**src/rtl/adc_sequenciador.sv**
```systemverilog
// rtl/adc_sequenciador.sv - dual-slope ADC conversion scheduler and watchdog; ADC_HOLD_EN adds the hold port
module adc_sequenciador #(
    parameter int INTERVALO = 4000,
    parameter int TIMEOUT   = 3000,
    parameter int CNT_W     = 16
) (
    input  logic        ck,
    input  logic        rst,
    input  logic        run,
    input  logic        single,
    input  logic        ld,
    input  logic [11:0] bcd_in,
`ifdef ADC_HOLD_EN
    input  logic        hold,
`endif
    output logic        inicio,
    output logic        busy,
    output logic        valid,
    output logic [11:0] result,
    output logic        timeout_err
);

    localparam logic [1:0] S_IDLE    = 2'd0;
    localparam logic [1:0] S_START   = 2'd1;
    localparam logic [1:0] S_WAIT_LD = 2'd2;
    localparam logic [1:0] S_GAP     = 2'd3;

    localparam logic [CNT_W-1:0] TMO_C  = CNT_W'(TIMEOUT);
    localparam logic [CNT_W-1:0] LAST_C = CNT_W'(INTERVALO - 1);
    localparam logic [CNT_W-1:0] ONE_C  = CNT_W'(1);

    logic [1:0]       state;
    logic [CNT_W-1:0] timer;
    logic             hold_act;

`ifdef ADC_HOLD_EN
    assign hold_act = hold;
`else
    assign hold_act = 1'b0;
`endif

    // timer is zeroed on the edge that raises inicio, so it reads cycles since t0
    always_ff @(posedge ck or posedge rst) begin
        if (rst) begin
            state       <= S_IDLE;
            timer       <= '0;
            inicio      <= 1'b0;
            busy        <= 1'b0;
            valid       <= 1'b0;
            result      <= 12'h000;
            timeout_err <= 1'b0;
        end else begin
            inicio <= 1'b0;
            valid  <= 1'b0;
            case (state)
                S_IDLE: begin
                    if (run || single) begin
                        state  <= S_START;
                        inicio <= 1'b1;
                        busy   <= 1'b1;
                        timer  <= '0;
                    end
                end
                S_START: begin
                    state <= S_WAIT_LD;
                    timer <= timer + ONE_C;
                end
                S_WAIT_LD: begin
                    timer <= timer + ONE_C;
                    // ld on the watchdog edge still counts as a completed conversion
                    if (ld) begin
                        if (!hold_act) begin
                            result <= bcd_in;
                            valid  <= 1'b1;
                        end
                        timeout_err <= 1'b0;
                        busy        <= 1'b0;
                        state       <= S_GAP;
                    end else if (timer >= TMO_C) begin
                        timeout_err <= 1'b1;
                        busy        <= 1'b0;
                        state       <= S_GAP;
                    end
                end
                S_GAP: begin
                    if (!run) begin
                        state <= S_IDLE;
                    end else if (timer >= LAST_C) begin
                        state  <= S_START;
                        inicio <= 1'b1;
                        busy   <= 1'b1;
                        timer  <= '0;
                    end else begin
                        timer <= timer + ONE_C;
                    end
                end
                default: state <= S_IDLE;
            endcase
        end
    end

endmodule

```
**config.mk**
```make
export PLATFORM = sky130hd
export DESIGN_NAME = adc_sequenciador
export DESIGN_NICKNAME = d
export VERILOG_FILES = /design/src/rtl/adc_sequenciador.sv
export SDC_FILE = /design/constraint.sdc
export NUM_CORES = 1
export LEC_CHECK = 0
export ABC_AREA = 1
export CAP_MARGIN = 10
export CORE_MARGIN = 5
export CORE_UTILIZATION = 45
export CTS_CLUSTER_SIZE = 16
export DETAILED_ROUTE_END_ITERATION = 8
export GPL_TIMING_DRIVEN = 0
export PLACE_DENSITY = 0.75
export SLEW_MARGIN = 20
export SYNTH_ARGS = -nofsm -noshare
export SYNTH_HDL_FRONTEND = slang
export SYNTH_SLANG_ARGS = --single-unit
```
**constraint.sdc**
```tcl
create_clock -name ck -period 1.9 [get_ports ck]
set_input_delay 0.19 -clock ck [delete_from_list [all_inputs] [get_ports ck]]
set_output_delay 0.19 -clock ck [all_outputs]
set_load 0.01 [all_outputs]
```
---- After elaboration in Yosys (flattened, before gate mapping) ----
Index checks and enable logic that the tools add are counted.
Widths: inputs -> output; s select.
operators by class
  magnitude comparators ................... 2
  add/sub/neg operators ................... 1
  reduce and logical (&&, ||, !) cells .... 10
  eq/ne operators ......................... 8
  multiplexer cells ....................... 24
operator list
  kind                   number
  $mux 16                3
  $pmux 16 s3            1
  $ge 16x12->1 const B   2
  $add 16x1->16 const B  1
  $mux 1                 12
  $mux 2                 5
  $pmux 2 s4             1
  $ne 2x2->1 const B     3
  $ne 3x3->1 const B     2
  $reduce_and 2->1       3
  $reduce_and 5->1       1
  $eq 2x2->1 const B     2
  $pmux 1 s3             1
  $reduce_and 3->1       1
  $reduce_bool 3->1      1
  $eq 2x1->1 const B     1
  $logic_not 2->1        1
  $pmux 1 s2             1
  $reduce_bool 2->1      1
  $reduce_or 2->1        1
  $logic_or 1x1->1       1
storage, ports and cells
  logic and storage cells ................. 52
  bits in registers ....................... 34
  input bits .............................. 17

---- Depth between registers and ports, before layout ----
Gate-level depths: netlist of the first run.
  depth after elaboration ................. 4
  mapped depth ............................ 11

---- Least setup slack after synthesis of the first run ----
Ideal clock, no wire load.
  path type ............................... register to register
  from .................................... register timer[0]
  to ...................................... register timer[0]
  cell stages (with the launch flop) ...... 12
  setup slack ............................. 430 ps
  arrival ................................. 1352 ps
  cells stage by stage .................... dfrtp_1 -> ha_1 -> nand2_2 -> nor2_4 -> nand2_2 -> nand2_2 -> nand2_2 -> nand3_4 -> nand2_4 -> buf_6 -> nand3_1 -> nand2_1
on the way
  cells in the longest elaborated chain, start to end .. 4
  elaborated cells between the ends (all ways) .. 5
  those cells by class .................... add/sub (1); order compare (1); mux (3)
RTL lines
  element                                        line  text
  start, declared                                33    logic [CNT_W-1:0] timer;
  start signal, assigned                         66    timer <= timer + ONE_C;
  start signal, assigned                         69    timer <= timer + ONE_C;
  start signal, assigned                         94    timer <= timer + ONE_C;
  $add 16x1->16 or $ge 16x12->1 (tied branches)  --
  $mux 16                                        88    end else if (timer >= LAST_C) begin
  $mux 16                                        86    if (!run) begin
  $pmux 16 s3 (*)                                55    case (state)
Mark *: on every way between the ends. The rest lies on a longest branch, timed or not. The select of a mux whose other input is x is not followed.
A chain may end at the register's enable or synchronous reset.

---- Worst setup path after layout of the first run ----
  from .................................... register timer[0]
  to ...................................... register timer[10]
The elaborated chain is that of the path after synthesis.

==> results_dict.tcl, run 1 <==
set metrics [dict create \
    ys_seq_elements 34 \
    sw_frac_of_total_pct 36.5 \
    nFillCells 408 \
    vias 1801 \
    postSynthAreaPerCell_um2 7.29 \
    first_global_vias 1765 \
    drive_gt1_share_pct 8.65 \
    initial_core_util_pct 45.8 \
    cp_cell_sequence "ha_1 > nand2_2 > nor2_4 > nand2_2 > nand2_2 > nand2_2 > nand3_4 > nand2_4 > buf_6 > nand3_1 > nand2_1" \
    ff2ff_setup_slack_ns 0.22 \
    status "completed" \
    die_w_um 76.4 \
    power_frac_clock_pct 25.6 \
    ctsLongestPathBuffers 2 \
    clk_latency_ns 0.29 \
    syn_to_final_growth_pct 27.0 \
    fin_tns_setup_ns 0 \
    critPathMaxFanout 10 \
    crit_family "simple AND/OR/NAND/NOR gates" \
    p_int_mw 2.07 \
    routed_wl_um 4350 \
    switchingPower_mw 1.19 \
    worst-setup-path-type "register to register" \
    relSlewSlack_pct 52.3 \
    ctsResizeCount 0 \
    crit_path_frequent_cell "nand2_2" \
    worstMarginPinSlew_ns 0.714 \
    root_buffer "clkbuf_8" \
    critPathLaunchType "register" \
    via_per_inst 4.95 \
    max_cap_viol_count 0 \
    rows 24 \
    syn_area_um2 1980 \
    grt_max_degree 35 \
    ys_types 23 \
    dpl.cell_count 356 \
    setup_viol 0 \
    diodes 0 \
    r2r_start "timer[0]" \
    nets 335 \
    postCtsSetupBuffers 0 \
    cts_tree "built" \
    coreArea_um2 4320 \
    final_hold_viol_count 0 \
    arrival_ns 1.87 \
    antenna_left 0 \
    drtIter0Drc 83 \
    postCtsHoldBufs 0 \
    fmaxAchievable_mhz 594 \
    clock_skew_ns 0.00650 \
    drc 0 \
    dieArea_um2 5830 \
    cts_sinks 34 \
    report.final.slew_viol_count 0 \
    cp-startpoint "timer[0]" \
    multi_input_area_um2 1000 \
    slowest_delay_ns 0.45 \
    hp-class "input pin to async pin" \
    firstDrtPassIters 4 \
    clk_pin_slew_worst_paths_ns 0.07 \
    period_needed_ns 1.68 \
    p_leak_nw 1.30 \
    wl_per_cell_um 11.9 \
    numPortBuffers 32 \
    place_congestion 0.921 \
    ioPinCount 33 \
    cts-buffers-inserted 5 \
    grt_pass1_wl_um 7810 \
    irDropWorstVdd_uv 651 \
    yosysSeqAreaShare_pct 42.9 \
    fp.dieH_um 76.4 \
    place_hpwl_um 3150 \
    setup.worst_path.end_class "register" \
    comb_power_share_pct 42.2 \
    htree_levels 2 \
    synth_fp_nets 296 \
    sequentialPowerShare_pct 32.3 \
    whs_ns 0.337 \
    rsz0062_at_grt "no" \
    critPathBufInv 1 \
    grtUsageTotal_pct 16.2 \
    required_ns 2.08 \
    fin_cells 364 \
    overflow 0 \
    antenna_found_initial 0 \
    regArea_um2 851 \
    slowest_stage "dfrtp_1" \
    finalCritPeriodShare_pct 88.7 \
    netlist_instances 272 \
    yosysWarnings 0 \
    p_per_area_nw_per_um2 1300 \
]
==> worst paths after layout <==
path                        endpoint  cells past startpoint
min reg2reg                     busy                      2
max                        timer[10]                     11
max reg2reg                timer[10]                     11
min                        result[8]                      2
min in group ck            result[0]                      3
max in group asynchronous   timer[3]                      2
==> flip-flops by register name, summed over array words and instances, names as in the netlist <==
register     flops
busy             1
valid            1
result          12
timeout_err      1
state            2
timer           16
inicio           1
==> per-layer routing <==
| layer | vias up | GRT usage [%] | share of wire [%] |
|---|---|---|---|
| met2 | 53 | 26.2 | 46 |
| met3 | 11 | 6.03 | 7.9 |
| met5 | - | 0 | 0 |
| li1 | 919 | - | - |
| met1 | 818 | 20.0 | 45 |
| met4 | 0 | 5.24 | 1.6 |
==> cell families (layout without fill, tap and decap cells) <==
logic type / after synthesis / after routing / share of synthesized area (%)
compound gates: 10 / 10 / 2.78
xor+xnor: 7 / 7 / 3.09
fa+ha+maj: 7 / 7 / 4.42
buf+inv: 34 / 74 / 6.88
flops: 34 / 34 / 42.9
simple gates: 180 / 180 / 39.9
==> power groups by stage <==
| stage | sequential [mW] | combinational [mW] | clock (mW) |
|---|---|---|---|
| global placement | 1.06 | 1.36 | 0 |
| floorplan | 1.12 | 0.770 | 0 |
| finish | 1.05 | 1.38 | 0.834 |
| CTS | 1.05 | 1.39 | 0.850 |
| detailed placement | 1.06 | 1.38 | 0 |
| global route | 1.08 | 1.53 | 0.886 |
==> placed cells by master (no fill, tap or decap), types with 4 or more instances in the layout <==
cell type	n
dfrtp_1	34
nand3_1	27
o21ai_0	5
nor2_1	24
nand2_1	111
nand3_2	4
xor2_1	6
clkdlybuf4s50_1	32
nand4_1	4
inv_1	27
ha_1	7
nand2_2	5
clkbuf_8	6
==> cells in the mapped netlist <==
| master | count | share of area, % |
|---|---|---|
| a21oi_1 | 3 | 0.76 |
| buf_2 | 1 | 0.25 |
| buf_6 | 1 | 0.57 |
| clkbuf_1 | 3 | 0.57 |
| dfrtp_1 | 34 | 43 |
| ha_1 | 7 | 4.4 |
| inv_1 | 28 | 5.3 |
| inv_2 | 1 | 0.19 |
| nand2_1 | 112 | 21 |
| nand2_2 | 4 | 1.3 |
| nand2_4 | 1 | 0.57 |
| nand3_1 | 27 | 6.8 |
| nand3_2 | 4 | 2.0 |
| nand3_4 | 1 | 0.88 |
| nand4_1 | 4 | 1.3 |
| nor2_1 | 24 | 4.5 |
| nor2_4 | 1 | 0.57 |
| nor3_1 | 1 | 0.25 |
| nor3_2 | 1 | 0.51 |
| o21ai_0 | 5 | 1.3 |
| o21bai_1 | 2 | 0.76 |
| xnor2_1 | 1 | 0.44 |
| xor2_1 | 6 | 2.7 |
==> stage by stage <==
step,power (mW),area [um^2],setup WS [ns],util [%]
final,3.26,2520,0.215,58.2
after global routing,3.50,2520,0.0818,58.2
after CTS,3.29,2510,0.0137,58.0
after detailed placement,2.44,2370,0.0266,54.7
after global placement,2.42,2370,0.0470,54.7
after floorplan,1.89,1980,0.430,-
==> layout make-up <==
type	instances	share of cell area, %
plain buffers	5	1.14
clock buffers	6	3.28
clock inverters	2	2.39
inverters	29	4.32
multi-input cells	204	39.8
flip-flops and latches	34	33.8
well taps	52	2.58
repair buffers	32	12.7
(Power assumes the default switching activity.)
==> run 2: changes to the inputs <==
--- a/config.mk
+++ b/config.mk
@@ -11,6 +11,7 @@
 export CORE_UTILIZATION = 45
 export CTS_CLUSTER_SIZE = 16
 export DETAILED_ROUTE_END_ITERATION = 8
+export GPL_ROUTABILITY_DRIVEN = 0
 export GPL_TIMING_DRIVEN = 0
 export PLACE_DENSITY = 0.75
 export SLEW_MARGIN = 20
==> results of run 2 <==
Final layout, timing and power as in run 1 (identical DEF).
